`config.mk`:
```
export PLATFORM = sky130hd
export DESIGN_NAME = stream_inject
export DESIGN_NICKNAME = d
export VERILOG_FILES = /design/src/rtl/stream_inject.sv
export SDC_FILE = /design/constraint.sdc
export NUM_CORES = 1
export LEC_CHECK = 0
export CELL_PAD_IN_SITES_DETAIL_PLACEMENT = 0
export CELL_PAD_IN_SITES_GLOBAL_PLACEMENT = 1
export CORE_MARGIN = 10
export CORE_UTILIZATION = 32
export CTS_BUF_LIST = sky130_fd_sc_hd__clkbuf_8
export CTS_CLUSTER_DIAMETER = 30
export DETAILED_ROUTE_END_ITERATION = 12
export PLACE_DENSITY = 0.95
export SLEW_MARGIN = 30
export SYNTH_ARGS = -nofsm -noshare
export SYNTH_HDL_FRONTEND = slang
export SYNTH_SLANG_ARGS = --single-unit
```
`constraint.sdc`:
```
create_clock -name clk_i -period 3.71 [get_ports clk_i]
set_input_delay 0.5565 -clock clk_i [delete_from_list [all_inputs] [get_ports clk_i]]
set_output_delay 0.5565 -clock clk_i [all_outputs]
set_load 0.05 [all_outputs]
```
`src/rtl/stream_inject.sv`:
```
// +----------------------------------------------------------------------------+
// | stream_inject                                                              |
// | Inserts single-beat tagged messages into a packet stream at packet         |
// | boundaries, with a burst limit protecting waiting upstream traffic.        |
// | Optional: STREAM_INJECT_STATS_EN adds the inj_cnt_o injected-beat counter. |
// | Revision: 1.0                                                              |
// +----------------------------------------------------------------------------+
`default_nettype none

module stream_inject #(
  parameter int unsigned DataWidth = 32,
  parameter int unsigned MaxBurst  = 4
) (
  input  logic                 clk_i,
  input  logic                 rst_ni,
  input  logic                 valid_i,
  output logic                 ready_o,
  input  logic [DataWidth-1:0] data_i,
  input  logic                 last_i,
  input  logic                 inj_valid_i,
  output logic                 inj_ready_o,
  input  logic [DataWidth-1:0] inj_data_i,
  output logic                 valid_o,
  input  logic                 ready_i,
  output logic [DataWidth-1:0] data_o,
  output logic                 last_o,
  output logic                 inj_o
`ifdef STREAM_INJECT_STATS_EN
  ,
  output logic [31:0]          inj_cnt_o
`endif
);

  localparam logic [0:0] c_BOUNDARY  = 1'b0;
  localparam logic [0:0] c_IN_PACKET = 1'b1;
  localparam logic [7:0] c_MAX_BURST = 8'(MaxBurst);

  logic [0:0] r_in_pkt;
  logic [7:0] r_burst;
  logic       w_ld;
  logic       w_sel_inj;
  logic       w_sel_up;

  assign w_ld = !valid_o || ready_i;

  // The burst limit only matters when upstream is actually waiting.
  assign w_sel_inj = w_ld && (r_in_pkt == c_BOUNDARY) && inj_valid_i &&
                     (!valid_i || (r_burst < c_MAX_BURST));
  assign w_sel_up  = w_ld && valid_i && !w_sel_inj;

  assign ready_o     = w_sel_up;
  assign inj_ready_o = w_sel_inj;

  always_ff @(posedge clk_i or negedge rst_ni) begin
    if (!rst_ni) begin
      valid_o <= 1'b0;
      data_o  <= '0;
      last_o  <= 1'b0;
      inj_o   <= 1'b0;
    end else if (w_ld) begin
      valid_o <= w_sel_inj || w_sel_up;
      if (w_sel_inj) begin
        data_o <= inj_data_i;
        last_o <= 1'b1;
        inj_o  <= 1'b1;
      end else if (w_sel_up) begin
        data_o <= data_i;
        last_o <= last_i;
        inj_o  <= 1'b0;
      end
    end
  end

  always_ff @(posedge clk_i or negedge rst_ni) begin
    if (!rst_ni) begin
      r_in_pkt <= c_BOUNDARY;
      r_burst  <= 8'd0;
    end else begin
      if (w_sel_up) begin
        r_in_pkt <= last_i ? c_BOUNDARY : c_IN_PACKET;
        r_burst  <= 8'd0;
      end else if (w_sel_inj && (r_burst < c_MAX_BURST)) begin
        r_burst <= r_burst + 8'd1;
      end
    end
  end

`ifdef STREAM_INJECT_STATS_EN
  always_ff @(posedge clk_i or negedge rst_ni) begin
    if (!rst_ni) begin
      inj_cnt_o <= 32'd0;
    end else if (w_sel_inj) begin
      inj_cnt_o <= inj_cnt_o + 32'd1;
    end
  end
`endif

endmodule

`default_nettype wire

```
== Word level (Yosys, flattened, before mapping) ==
Cells that the tools add are included.
Storage, ports and cells
  logic and storage cells: 33
  flip-flop bits (word level): 44
  output and inout bits: 37
  input port bits: 70
Operators by class
  multiplexer cells: 9
  magnitude comparators: 1
  reductions and logical operators: 15
  add/sub/neg operators: 1
  bitwise operators: 1
Operator list (count)
  32-bit two-way mux: 2
  8-bit two-way mux: 2
  8-bit by 1-bit adder with 8-bit output, second input constant: 1
  8-bit by 3-bit less-than comparator with 1-bit output, second input constant: 1
  1-bit logical AND: 6
  1-bit two-way mux: 5
  2-bit nonzero test: 2
  1-bit zero test: 3
  1-bit logical OR: 3
  2-bit AND reduction: 1
  1-bit inverter: 1

== Longest topological paths before layout ==
  depth in word-level cells: 9
  gate-level depth with buffers: 5
  mapped depth without buffers: 3

== Worst setup path before layout ==
No wires, ideal clock.
  kind: reg-to-output
  start point: register valid_o
  end point: output ready_o
  stages on the path, launching flop included: 4
  path slack: 1.715 ns
  data required time: 3.154 ns
  buffers on the path: 1
  arrival: 1.438 ns
  cells stage by stage: dfrtp_1 -> nor2b_1 -> a311oi_4 -> buf_6
On the way
  word-level cells in the longest chain between the ends: 7
  elaborated cells on any way between the ends: 8
  those cells by class: reduce/logical: 8
RTL lines
  from (decl): RTL line 23  | output logic valid_o,
  from (signal assigned): RTL line 61  | valid_o <= w_sel_inj || w_sel_up;
  1-bit zero test *: RTL line 44  | assign w_ld = !valid_o || ready_i;
  1-bit logical OR *: RTL line 44
  1-bit logical AND (3 in series): RTL line 47  | assign w_sel_inj = w_ld && (r_in_pkt == c_BOUNDARY) && inj_valid_i &&
  1-bit zero test: RTL line 49  | assign w_sel_up = w_ld && valid_i && !w_sel_inj;
  1-bit logical AND *: RTL line 49
  to (decl): RTL line 17  | output logic ready_o,
Every way passes the cells marked *; elsewhere a longest branch is shown, timed or not.

== Worst setup path after layout ==
  start point: input ready_i
  end point: output inj_ready_o
On the way
  word-level cells in the longest chain between the ends: 4
RTL lines
  from (decl): RTL line 24  | input logic ready_i,
  1-bit logical OR: RTL line 44
  1-bit logical AND (3 in series): RTL line 47
  to (decl): RTL line 21  | output logic inj_ready_o,
Every way passes these cells.

==> impl_metrics.tcl <==
set metrics [dict create \
    slew_headroom 0.427 \
    arrival_ns 2.30 \
    io_buffer_count 106 \
    fmax_mhz 350 \
    cts.clk_slew.worst_paths_ns 0.08 \
    final.setup.tns_ns 0 \
    period_share 0.771 \
    gp_congestion 0.803 \
    grt_setup_unrepaired "false" \
    post_synth.cell_area_avg_sq_um 9.88 \
    netlist_area_sq_um 2120 \
    synthMuxAreaShare 0.00942 \
    hp-class "in -> async" \
    drc_errors 0 \
    yosys.area.top_type "dfrtp_1" \
    clk_latency_ns 0.29 \
    grt.overflow.total 0 \
    yosys_warnings 0 \
    grt_max_degree 45 \
    drtIter0Drc 149 \
    power_density_nw_per_um2 536 \
    die_area_sq_um 10300 \
    synth_edf_count 0 \
    synth_simple_gate_area_frac 0.0583 \
    cts_sinks 44 \
    status "complete, no violations" \
    cts_resized 0 \
    synth_top_area_frac 0.518 \
    die_x_um 101 \
    grt_pass1_wl_um 10100 \
    synth_nets 286 \
    start_util 0.333 \
    ys_ff_latch 44 \
    synthXorXnorAreaFrac 0 \
    setup_viol 0 \
    cts_tree "yes" \
    antenna_found_initial 0 \
    p_leak_nw 1.75 \
    tightestPinTransition_ns 0.860 \
    die_h_um 101 \
    final_nets 392 \
    post-cts-setup-buffers 0 \
    dp_hpwl_um 4820 \
    synth_compound_area_frac 0.191 \
    slew_violations 0 \
    synthTopCellsByArea "dfrtp_1 52%, inv_1 17%, a222oi_1 15%" \
    yosysUniqueCellTypes 29 \
    clockRootBuffer "clkbuf_8" \
    grt.total_usage 0.121 \
    final-hold-violation-count 0 \
    grt_pass1_vias 1961 \
    worstSetupStartpointType "primary input" \
    critPathKind "in -> out" \
    synthArstFlopShare 1.00 \
    io_pins 107 \
    cp_max_fo 19 \
    synth-main-ff-cell "dfrtp_1" \
    first_pass_iters 6 \
    h-tree-depth 2 \
    cts_max_path_buffers 2 \
    synth-seq-area-share 0.518 \
    crit_required_ns 3.15 \
    min_period_ns 2.86 \
    vias 1903 \
    routed_via_density 4.77 \
    crit_path_end_kind "output port" \
    synth_cells 215 \
    antenna_cells 0 \
    core_area_sq_um 6390 \
    max-vdd-ir-drop_mv 0.280 \
    synthAdderAreaFrac 0.00589 \
    fin_worst_skew_ns 0.00307 \
    p_total_w 0.00179 \
    max_cap_violations 0 \
    syn_to_final_growth_pct 56.7 \
    cts_buffers 5 \
    wl_per_cell_um 16.3 \
    antenna_left 0 \
    holdBufCountCts 0 \
    row_count 29 \
    drive_above_1_share 0.0590 \
    routed_wl_um 6500 \
    synth_top_family_by_area "buffers and inverters" \
]
-- cells in the final DEF (no fill, tap or decap), drive strengths merged, types with 2 or more instances in the layout --
cell | netlist | final
clkdlybuf4s50 | 0 | 103
inv | 99 | 100
dfrtp | 44 | 44
a222oi | 32 | 32
clkbuf | 3 | 6
buf | 7 | 6
and2 | 5 | 5
o21ai | 4 | 4
mux2i | 2 | 2
and3 | 2 | 2
-- report_power, final --
part / leakage [nW] / internal, W / switching [W]
logic: 1.20 / 0.000313 / 0.000520
clock network: 0.0486 / 0.000149 / 0.000164
registers: 0.505 / 0.000582 / 0.0000574
total: 1.75 / 0.00104 / 0.000742
-- registers in the layout, indices dropped and copies added (netlist names) --
register,flops
inj_o,1
r_in_pkt,1
last_o,1
data_o,32
valid_o,1
r_burst,8
-- path summary, 6_finish.rpt --
| path | slack, ns | startpoint | end | cells after the start |
|---|---|---|---|---|
| worst max-delay path | 0.85 | ready_i | inj_ready_o | 4 |
| worst min-delay path | 0.26 | rst_ni | data_o[8]$_DFFE_PN0P_ | 1 |
| worst max register to register | 1.45 | r_burst[5]$_DFFE_PN0P_ | data_o[17]$_DFFE_PN0P_ | 4 |
| worst min register to register | 0.49 | r_burst[0]$_DFFE_PN0P_ | r_burst[0]$_DFFE_PN0P_ | 1 |
| max in group asynchronous | 3.06 | rst_ni | data_o[1]$_DFFE_PN0P_ | 1 |
| min in group clk_i | 0.49 | r_burst[0]$_DFFE_PN0P_ | r_burst[0]$_DFFE_PN0P_ | 1 |
-- through the flow --
stage / instance area [sq um] / hold slack [ns] / instances / util / setup slack (ns)
final: 3330 / 0.263 / 399 / 0.521 / 0.849
after global routing: 3330 / 0.285 / 399 / 0.521 / 0.722
after detailed placement: 3240 / 0.482 / 391 / 0.507 / 0.858
after CTS: 3330 / 0.271 / 399 / 0.521 / 0.855
after global placement: 3230 / 0.467 / 391 / 0.506 / 0.871
after floorplan: 2120 / 0.261 / 215 / - / 1.72
-- kinds of logic (layout without fill, tap and decap cells) --
family,count (synthesis),after routing
buffers and inverters,109,216
flip-flops,44,44
AO/OA/AOI/OAI,42,42
AND/OR/NAND/NOR,17,17
multiplexers,2,2
adder cells (fa/ha/maj),1,1
-- layer usage --
metal,GRT usage,vias up,wire length [um]
met4,0.0247,0,72
met3,0.0565,8,698
met5,0,-,0
met1,0.150,899,2750
met2,0.189,87,2980
li1,-,909,-
-- cell usage after synthesis, types with 2 or more instances --
master	number
inv_1	99
dfrtp_1	44
a222oi_1	32
buf_6	7
and2_1	4
clkbuf_1	3
mux2i_1	2
o21ai_0	2
o21ai_1	2
-- final cells by class --
| cell class | count | area, sq um |
|---|---|---|
| Timing Repair Buffer | 109 | 1100 |
| Multi-Input combinational cell | 62 | 566 |
| Sequential cell | 44 | 1100 |
| Clock buffer | 6 | 82.6 |
| Tap cell | 77 | 96.3 |
| Inverter | 99 | 372 |
| Fill cell | 595 | 3060 |
| Clock inverter | 2 | 11.3 |
-- critical path, stage by stage --
cell and delay (ns):
clkdlybuf4s50_1 0.48, nand2b_1 0.24, and4_1 0.80, buf_12 0.22
No activity file was read; power rests on OpenSTA's default activity.
